## src/rtl/rv_mem_pkg.sv

```systemverilog
// ---------------------------------------------------------------------------
// rv_mem_pkg : shared types and constants for the port-B store path | rev 1.0
// ---------------------------------------------------------------------------
`default_nettype none

package rv_mem_pkg;

   localparam int NUM_COL   = 4;
   localparam int COL_WIDTH = 8;

   typedef enum logic [1:0] {SZ_B, SZ_H, SZ_W, SZ_X} mem_size_t;

   typedef enum logic [0:0] {IDLE, WR2} store_state_t;

   // Unshifted byte-enable pattern for an access of the given size.
   function automatic logic [NUM_COL-1:0] size_mask(input mem_size_t sz);
      case (sz)
         SZ_B:    size_mask = 4'b0001;
         SZ_H:    size_mask = 4'b0011;
         SZ_W:    size_mask = 4'b1111;
         default: size_mask = 4'b0000;
      endcase
   endfunction

endpackage

`default_nettype wire

```

## src/rtl/rv_store_lane.sv

```systemverilog
// ---------------------------------------------------------------------------
// rv_store_lane : byte-offset shift of store data and enables over two words
// rev 1.0
// ---------------------------------------------------------------------------
`default_nettype none

module rv_store_lane
   import rv_mem_pkg::*;
(
   input  logic [1:0]                       size_i,
   input  logic [1:0]                       off_i,
   input  logic [NUM_COL*COL_WIDTH-1:0]     data_i,
   output logic [2*NUM_COL-1:0]             mask8_o,
   output logic [2*NUM_COL*COL_WIDTH-1:0]   data64_o
);

   logic [NUM_COL-1:0] w_base;

   assign w_base   = size_mask(mem_size_t'(size_i));
   assign mask8_o  = {{NUM_COL{1'b0}}, w_base} << off_i;
   assign data64_o = {{(NUM_COL*COL_WIDTH){1'b0}}, data_i} << {off_i, 3'b000};

endmodule

`default_nettype wire

```

## src/rtl/rv_store_unit.sv

```systemverilog
// ---------------------------------------------------------------------------
// rv_store_unit : core store requests -> registered dpram port-B writes.
// Optional macro STORE_SPLIT_EN splits word-straddling stores in two.  rev 1.0
// ---------------------------------------------------------------------------
`default_nettype none

module rv_store_unit #(
   parameter int ADDR_WIDTH = 12,
   parameter int DATA_WIDTH = 32,
   parameter int NUM_COL    = 4
) (
   input  logic                  clk,
   input  logic                  rst,
   input  logic                  req_valid,
   output logic                  req_ready,
   input  logic [ADDR_WIDTH+1:0] req_addr,
   input  logic [1:0]            req_size,
   input  logic [DATA_WIDTH-1:0] req_data,
   output logic                  enaB,
   output logic [NUM_COL-1:0]    weB,
   output logic [ADDR_WIDTH-1:0] addrB,
   output logic [DATA_WIDTH-1:0] dinB,
   output logic                  done,
   output logic                  err
);

   import rv_mem_pkg::*;

   logic [2*NUM_COL-1:0]    w_mask8;
   logic [2*DATA_WIDTH-1:0] w_data64;
   logic [ADDR_WIDTH-1:0]   w_word;
   logic                    w_accept;
   logic                    w_illegal;
   logic                    w_straddle;

   logic                    ena_q,  ena_d;
   logic [NUM_COL-1:0]      we_q,   we_d;
   logic [ADDR_WIDTH-1:0]   addr_q, addr_d;
   logic [DATA_WIDTH-1:0]   din_q,  din_d;
   logic                    done_q, done_d;
   logic                    err_q,  err_d;

   rv_store_lane u_lane (
      .size_i   (req_size),
      .off_i    (req_addr[1:0]),
      .data_i   (req_data),
      .mask8_o  (w_mask8),
      .data64_o (w_data64)
   );

   assign w_word     = req_addr[ADDR_WIDTH+1:2];
   assign w_accept   = req_valid && req_ready;
   assign w_illegal  = (req_size == SZ_X);
   assign w_straddle = |w_mask8[2*NUM_COL-1:NUM_COL];

`ifdef STORE_SPLIT_EN
   store_state_t            state_q, state_d;
   logic [NUM_COL-1:0]      hi_we_q,   hi_we_d;
   logic [ADDR_WIDTH-1:0]   hi_addr_q, hi_addr_d;
   logic [DATA_WIDTH-1:0]   hi_din_q,  hi_din_d;

   assign req_ready = (state_q == IDLE);

   always_ff @(posedge clk) begin
      if (rst) begin
         state_q   <= IDLE;
         hi_we_q   <= '0;
         hi_addr_q <= '0;
         hi_din_q  <= '0;
      end else begin
         state_q   <= state_d;
         hi_we_q   <= hi_we_d;
         hi_addr_q <= hi_addr_d;
         hi_din_q  <= hi_din_d;
      end
   end
`else
   logic w_unused_hi;

   assign req_ready   = 1'b1;
   assign w_unused_hi = ^w_data64[2*DATA_WIDTH-1:DATA_WIDTH];
`endif

   always_comb begin
      ena_d  = 1'b0;
      we_d   = '0;
      addr_d = addr_q;
      din_d  = din_q;
      done_d = 1'b0;
      err_d  = 1'b0;
`ifdef STORE_SPLIT_EN
      state_d   = state_q;
      hi_we_d   = hi_we_q;
      hi_addr_d = hi_addr_q;
      hi_din_d  = hi_din_q;
      if (state_q == WR2) begin
         ena_d   = 1'b1;
         we_d    = hi_we_q;
         addr_d  = hi_addr_q;
         din_d   = hi_din_q;
         done_d  = 1'b1;
         state_d = IDLE;
      end else
`endif
      if (w_accept) begin
         if (w_illegal) begin
            err_d = 1'b1;
         end else if (w_straddle) begin
`ifdef STORE_SPLIT_EN
            ena_d     = 1'b1;
            we_d      = w_mask8[NUM_COL-1:0];
            addr_d    = w_word;
            din_d     = w_data64[DATA_WIDTH-1:0];
            state_d   = WR2;
            // Word address wraps naturally at the top of the RAM.
            hi_we_d   = w_mask8[2*NUM_COL-1:NUM_COL];
            hi_addr_d = w_word + ADDR_WIDTH'(1);
            hi_din_d  = w_data64[2*DATA_WIDTH-1:DATA_WIDTH];
`else
            err_d = 1'b1;
`endif
         end else begin
            ena_d  = 1'b1;
            we_d   = w_mask8[NUM_COL-1:0];
            addr_d = w_word;
            din_d  = w_data64[DATA_WIDTH-1:0];
            done_d = 1'b1;
         end
      end
   end

   always_ff @(posedge clk) begin
      if (rst) begin
         ena_q  <= 1'b0;
         we_q   <= '0;
         addr_q <= '0;
         din_q  <= '0;
         done_q <= 1'b0;
         err_q  <= 1'b0;
      end else begin
         ena_q  <= ena_d;
         we_q   <= we_d;
         addr_q <= addr_d;
         din_q  <= din_d;
         done_q <= done_d;
         err_q  <= err_d;
      end
   end

   assign enaB  = ena_q;
   assign weB   = we_q;
   assign addrB = addr_q;
   assign dinB  = din_q;
   assign done  = done_q;
   assign err   = err_q;

endmodule

`default_nettype wire
```

## config.mk

```make
export PLATFORM = sky130hd
export DESIGN_NAME = rv_store_unit
export DESIGN_NICKNAME = d
export VERILOG_FILES = /design/src/rtl/rv_mem_pkg.sv /design/src/rtl/rv_store_lane.sv /design/src/rtl/rv_store_unit.sv
export SDC_FILE = /design/constraint.sdc
export NUM_CORES = 1
export LEC_CHECK = 0
export CORE_MARGIN = 4
export CORE_UTILIZATION = 50
export CTS_CLUSTER_SIZE = 14
export DETAILED_ROUTE_END_ITERATION = 10
export PLACE_DENSITY = 0.86
export SYNTH_ARGS = -nofsm -noshare
export SYNTH_HDL_FRONTEND = slang
export SYNTH_HIERARCHICAL = 1
export SYNTH_SLANG_ARGS = --single-unit
export TNS_END_PERCENT = 10
```

## constraint.sdc

```tcl
create_clock -name clk -period 4.4 [get_ports clk]
set_input_delay 0.66 -clock clk [delete_from_list [all_inputs] [get_ports clk]]
set_output_delay 0.66 -clock clk [all_outputs]
set_load 0.01 [all_outputs]
```

Word level (Yosys, flattened, before mapping)
Index checks and enable logic that the tools add are counted.
{ "totals": {"register_bits": 50, "input_bits": 51, "output_inout_bits": 52, "elab_cells": 23} }
{ "classes": {"eq_ne": 3, "shift": 2, "n_mux": 4, "n_bitwise": 3, "reduce_logical": 6} }
{ "op_table": {"columns": ["op", "n"], "rows": [
  ["left shift 32 x 5 -> 32 bit", 1],
  ["case mux 4 bit (3 select lines)", 1],
  ["left shift 4 x 2 -> 8 bit", 1],
  ["OR reduction 7 bit", 1],
  ["equality test 2 bit (second input constant)", 2],
  ["OR reduction 4 bit", 1],
  ["2-to-1 mux 1 bit", 3],
  ["NOT 1 bit", 3],
  ["AND reduction 3 bit", 1],
  ["OR reduction 3 bit", 1],
  ["equality test 2 x 1 -> 1 bit (second input constant)", 1],
  ["zero test 2 bit", 1],
  ["OR reduction 2 bit", 1]
]} }

Logic depth before layout (Yosys ltp)
Gate-level depths: netlist of run 1.
{ "depth": {"ltp_word": 6, "ltp_mapped": 10, "mapped_depth_nobuf": 8} }

By module
The synthesis of run 1 kept the hierarchy.
{ "modules_own_cells": {"columns": ["mod", "n_inst", "cells_each", "area_each_um2", "seq_area_each_um2"], "rows": [
  ["rv_store_unit", 1, 210, 2210.9, 1001.0],
  ["rv_store_lane", 1, 138, 903.4, 0.0]
]} }

Worst setup path before layout of run 1
No wires, ideal clock.
{ "synth_timing": {"path_type": "input to register", "start": "in req_addr[1]", "end": "reg addr_q[0] (netlist: addrB[0])", "setup_ns": 0.072, "arrival_ns": 2.361, "required_ns": 4.328, "setup_slack_ns": 1.968, "cell_stages": 9, "path_buffers": 4, "cell_sequence": "buf_2 nor2b_1 buf_2 a22o_1 or4_4 a211oi_2 buf_6 buf_12 mux2i_1"} }
{ "synth_via": {"elab_chain_cells": 4} }
{ "synth_lines": {"columns": ["element", "line", "text"], "rows": [
  ["start: declaration", "rv_store_unit.sv:16", "input logic [ADDR_WIDTH+1:0] req_addr,"],
  ["left shift 4 x 2 -> 8 bit", "rv_store_lane.sv:20", "assign mask8_o = {{NUM_COL{1'b0}}, w_base} << off_i;"],
  ["named net w_mask8[4]", "rv_store_unit.sv:29", "logic [2*NUM_COL-1:0] w_mask8;"],
  ["OR reduction 4 bit", "rv_store_unit.sv:54", "assign w_straddle = |w_mask8[2*NUM_COL-1:NUM_COL];"],
  ["NOT 1 bit (no line)", null, null],
  ["AND reduction 3 bit (no line)", null, null],
  ["end signal: assignment", "rv_store_unit.sv:143", "addr_q <= addr_d;"],
  ["end: declaration", "rv_store_unit.sv:38", "logic [ADDR_WIDTH-1:0] addr_q, addr_d;"]
]} }
The timed path passes the listed nets, and every way through them passes these cells.
A chain may end at the register's enable or synchronous reset.

Final worst setup path of run 1
{ "layout_timing": {"start": "in req_size[0]", "end": "reg din_q[9] (netlist: dinB[9])"} }
{ "layout_via": {"elab_chain_cells": 6, "word_cells_on_any_way": 10, "classes_between": "eq/ne: 3; shift: 1; mux: 1; bitwise: 2; reduce/logical: 3"} }
{ "layout_lines": {"columns": ["element", "line", "text"], "rows": [
  ["start: declaration", "rv_store_unit.sv:17", "input logic [1:0] req_size,"],
  ["equality test 2 bit (tied with other cells)", "rv_mem_pkg.sv:17", "case (sz)"],
  ["case mux 4 bit (3 select lines) *", "rv_mem_pkg.sv:17", null],
  ["left shift 4 x 2 -> 8 bit *", "rv_store_lane.sv:20", null],
  ["named net w_mask8[4]", "rv_store_unit.sv:29", null],
  ["OR reduction 4 bit *", "rv_store_unit.sv:54", null],
  ["NOT 1 bit (no line) *", null, null],
  ["AND reduction 3 bit (no line) *", null, null],
  ["end signal: assignment", "rv_store_unit.sv:144", "din_q <= din_d;"],
  ["end: declaration", "rv_store_unit.sv:39", "logic [DATA_WIDTH-1:0] din_q, din_d;"]
]} }
The timed path passes the listed nets; every way through them passes the cells marked *.

==> results of run 1 <==
## final timing paths
path | slack (ps) | end | depth (start not counted)
setup reg to reg | 3730 | dinB[17] | 2
setup / recovery | 1320 | dinB[9] | 9
hold reg to reg | 480 | dinB[1] | 2
hold / removal | 480 | dinB[1] | 2
## worst max-delay path, delay by kind of cell
family	cells	cell delay [ps]
fa+ha+maj	1	310
simple gates	1	450
buf+inv	3	1020
compound gates	2	490
mux	2	350
## routing by layer
metal  part of all wire  up-vias  GRT usage
met1               0.44     1088      0.240
met5                  0        -          0
met3              0.051       16     0.0510
met4              0.024        0     0.0643
met2               0.48       75      0.337
li1                   -     1151          -
## state kept, by name (all words and copies together) (netlist names)
name and count:
addrB 12, dinB 32, err 1, weB 4, done 1
## power by group
group	switching [uW]	internal (uW)
registers	8.05	467
logic	91.5	122
clock network	154	127
## per-stage QoR
step	instance area [sq um]	hold slack, ps
4_1_cts	3900	480
5_1_grt	3900	496
3_5_place_dp	3810	464
3_3_place_gp	3810	459
6_report	3900	478
2_1_floorplan	2900	493
## cell type report
class	count	area [sq um]	share of cell area
Sequential cell	50	1000	0.256
Timing Repair Buffer	103	1030	0.264
Clock buffer	7	86.3	0.0221
Tap cell	72	90.1	0.0231
Clock inverter	1	5.00	0.00128
Inverter	5	18.8	0.00481
Multi-Input combinational cell	224	1670	0.429
==> impl_metrics.yaml, run 1 <==
status:
  status: "complete, no violations"
clock_network:
  clock_path_buffers: 2
  cts_resized: 0
  clock_sinks: 50
  htree_levels: 2
  cts_tree: "done"
  clkTransAtPathRegs_ps: 90
  clockRootBuffer: "clkbuf_8"
  cts_buffers: 5
  postCtsSetupBuffers: 0
  hold_buffers: 0
  clock_latency_ps: 300
setup_path:
  path_max_fanout: 44
  worstPathArrival_ps: 3310
  max_stage_delay_ps: 600
  crit_path_frequent_cell: "mux2i_1"
  startpoint_type: "primary input"
  worstSetupEndpointType: "flop"
  worstSetupPathType: "in2reg"
  setup.worst_path.start: "req_size[0]"
  slowest_stage: "clkdlybuf4s50_1"
  cp.required_ps: 4630
  worstPathCellList: "clkdlybuf4s50_1 > inv_1 > ha_1 > mux2i_1 > a22o_1 > or4_4 > a211oi_4 > buf_12 > mux2i_1"
  r2r-start: "dinB[17]"
grt:
  grt_pass1_wl_microns: 11400
  grt_max_degree: 90
  grt_usage: 0.197
  antenna_found_initial: 0
  grt_pass1_vias: 2376
  grt_overflow: 0
layout:
  fillers: 456
  final_common_cell: "clkdlybuf4s50_1"
  fin_nets: 443
  final_util: 0.700
  final_cell_mix: "99 x clkdlybuf4s50_1, 89 x nand2b_1, 78 x mux2i_1"
  syn_to_final_growth_pct: 34.4
  diodes: 0
  fin_cells: 462
  layout-drive-gt1-share: 0.0359
sta:
  setup_ws_ps: 1320
  worst_slew_pin_slew_ps: 1050
  rsz0062_at_grt: "no"
  fmax_ghz: 0.324
  period_minus_slack_ps: 3080
  relSlewSlack: 0.298
  hold_viol: 0
  slew_violations: 0
  post-route-period-util: 0.701
  finClkSkew_ps: 0
  tns_ps: 0
  setup_viol: 0
placement:
  io_buffers: 101
  hpwl_microns: 4940
  pre_cts_slack_ps: 1000
  place_inst: 454
  place_congestion: 0.855
logic_synthesis:
  synthCells: 308
  syn_area_per_cell_sq_um: 9.43
  syn_nets: 362
  ys_warn_count: 6
  syn_area_sq_um: 2900
floorplan:
  die_w_microns: 84.2
  num_rows: 27
  fp.dieH_microns: 84.2
  die_area_sq_um: 7090
  design.portCount: 103
  core_area_sq_um: 5570
  initial_utilization: 0.521
pwr:
  p_per_area_nw_per_um2: 248
  total_power_uw: 970
  p_leak_uw: 0.00147
  peakVddDrop_mv: 0.137
drt:
  vias: 2330
  viasPerCell: 5.04
  firstDrtPassIters: 5
  ant_nets: 0
  wl_per_cell_microns: 15.1
  drc: 0
  finalWirelength_microns: 6970
  dr.first_iter.drc_count: 90
worst_hold_path:
  hp-start: "dinB[1]"
  hold_path_class: "reg2reg"
run:
  maxCapViolCount: 0
Power figures use the tool's default switching activity.
==> run 2: changes to the inputs <==
--- a/config.mk
+++ b/config.mk
@@ -6,10 +6,10 @@
 export NUM_CORES = 1
 export LEC_CHECK = 0
 export CORE_MARGIN = 4
-export CORE_UTILIZATION = 50
+export CORE_UTILIZATION = 46
 export CTS_CLUSTER_SIZE = 14
 export DETAILED_ROUTE_END_ITERATION = 10
-export PLACE_DENSITY = 0.86
+export PLACE_DENSITY = 0.8
 export SYNTH_ARGS = -nofsm -noshare
 export SYNTH_HDL_FRONTEND = slang
 export SYNTH_HIERARCHICAL = 1
==> constraint.sdc (replaced) <==
create_clock -name clk -period 2.99 [get_ports clk]
set_input_delay 0.4485 -clock clk [delete_from_list [all_inputs] [get_ports clk]]
set_output_delay 0.4485 -clock clk [all_outputs]
set_load 0.01 [all_outputs]
==> run 2 against run 1 <==
  * Largest cell class unchanged
  * Total power up 44%
  * Design area up 1.3%
  * Critical endpoint is now dinB[7]
  * Utilization decreased by 4.4 points
  * First-iteration DRC count rose by 37%
  * Combinational power rose by 50%
  * Critical path type unchanged
  * Clock-buffer cell count stayed put
  * Final cell count up 2.2%
  * Die area rose by 7.9%
==> impl_metrics.yaml, run 2 (same netlist as run 1, synthesis figures left out) <==
setup_path:
  startpoint_type: "primary input"
  path_max_fanout: 12
  slowest_stage: "clkdlybuf4s50_1"
  cp.required_ps: 3220
  crit_path_frequent_cell: "mux2i_1"
  worstSetupEndpointType: "flop"
  worstPathCellList: "clkdlybuf4s50_1 > inv_1 > ha_1 > mux2i_1 > a22o_1 > or4_4 > a211oi_4 > buf_4 > mux2i_1"
  worstSetupPathType: "in2reg"
  worstPathArrival_ps: 2860
  max_stage_delay_ps: 480
pwr:
  peakVddDrop_mv: 0.199
  power_frac_comb: 0.228
  power_frac_seq: 0.499
  p_per_area_nw_per_um2: 354
  switchingPower_uw: 367
  power.share.switching: 0.262
  p_leak_uw: 0.00150
  intPower_uw: 1030
  total_power_uw: 1400
  p_clk_frac: 0.273
worst_hold_path:
  hold_path_class: "in2reg"
drt:
  vias: 2343
  dr.first_iter.drc_count: 123
  finalWirelength_microns: 6920
  viasPerCell: 4.96
  drc: 0
  firstDrtPassIters: 4
  ant_nets: 0
  wl_per_cell_microns: 14.7
clock_network:
  hold_buffers: 0
  htree_levels: 2
  clockRootBuffer: "clkbuf_8"
  clock_sinks: 50
  cts_resized: 0
  cts_buffers: 5
  clkTransAtPathRegs_ps: 90
  clock_path_buffers: 2
  clock_latency_ps: 300
  postCtsSetupBuffers: 0
  cts_tree: "done"
sta:
  whs_ps: 438
  post-route-period-util: 0.881
  hold_viol: 0
  relSlewSlack: 0.601
  slew_violations: 0
  tns_ps: 0
  setup_viol: 0
  rsz0062_at_grt: "no"
  worst_slew_pin_slew_ps: 598
  fmax_ghz: 0.380
  finClkSkew_ps: 0
  period_minus_slack_ps: 2630
run:
  maxCapViolCount: 0
grt:
  grt_usage: 0.186
  antenna_found_initial: 0
  grt_overflow: 0
  grt_pass1_vias: 2308
  grt_pass1_wl_microns: 11300
  grt_max_degree: 89
placement:
  hpwl_microns: 5130
  place_congestion: 0.821
  io_buffers: 101
layout:
  layout-drive-gt1-share: 0.0504
  syn_to_final_growth_pct: 36.1
  fin_nets: 451
  diodes: 0
  largest_reg_flops: 32
  final_common_cell: "clkdlybuf4s50_1"
  final_cell_mix: "99 x clkdlybuf4s50_1, 89 x nand2b_1, 78 x mux2i_1"
  fillers: 521
floorplan:
  die_area_sq_um: 7650
  core_area_sq_um: 6030
  initial_utilization: 0.482
  die_w_microns: 87.5
  design.portCount: 103
  fp.dieH_microns: 87.5
  num_rows: 28
status:
  status: "complete, no violations"
run 2: cell count changes in the layout (fill, tap and decap cells not counted), sizes merged:
cell    previous run  this run
buf                4        12
clkinv             1         0
run 2: layout make-up:
cell class	count	area, sq um	share of cell area
multi-input cells	224	1670	0.423
repair buffers	111	1090	0.275
flip-flops and latches	50	1000	0.253
well taps	75	93.8	0.0237
clock buffers	7	76.3	0.0193
inverters	5	18.8	0.00475
run 2: power groups by stage:
stage	clock network (uW)	registers, uW	logic (uW)
floorplan	0	723	174
global placement	0	714	316
detailed placement	0	714	320
CTS	391	699	321
global route	424	702	346
finish	383	699	319
run 2: critical path: cells and delay by family:
kind,cells,cell delay (ps)
and+or+nand+nor,1,450
adders and majority gates,1,290
muxes,2,310
AOI/OAI and AO/OA,2,510
buffers and inverters,3,840
run 2: path summary, 6_finish.rpt:
check | start | endpoint | slack, ps | cells after the start
max reg2reg | dinB[15] | dinB[15] | 2360 | 2
min | rst | err | 440 | 3
min reg2reg | dinB[3] | dinB[3] | 470 | 2
max | req_size[0] | dinB[7] | 360 | 9
run 2: per-layer routing:
layer	vias up	track usage	wire, microns
li1	1177	-	-
met4	0	0.0349	69
met2	60	0.322	3340
met1	1099	0.233	3060
met3	7	0.0511	450
met5	-	0	0
run 2: stage by stage:
| step | setup WS, ps | util | std cells | instance area (sq um) |
|---|---|---|---|---|
| after floorplan | 770 | - | 308 | 2900 |
| after global placement | 122 | 0.643 | 465 | 3870 |
| after detailed placement | 53.6 | 0.643 | 465 | 3870 |
| after CTS | 348 | 0.656 | 472 | 3950 |
| after global routing | 228 | 0.656 | 472 | 3950 |
| final | 356 | 0.656 | 472 | 3950 |
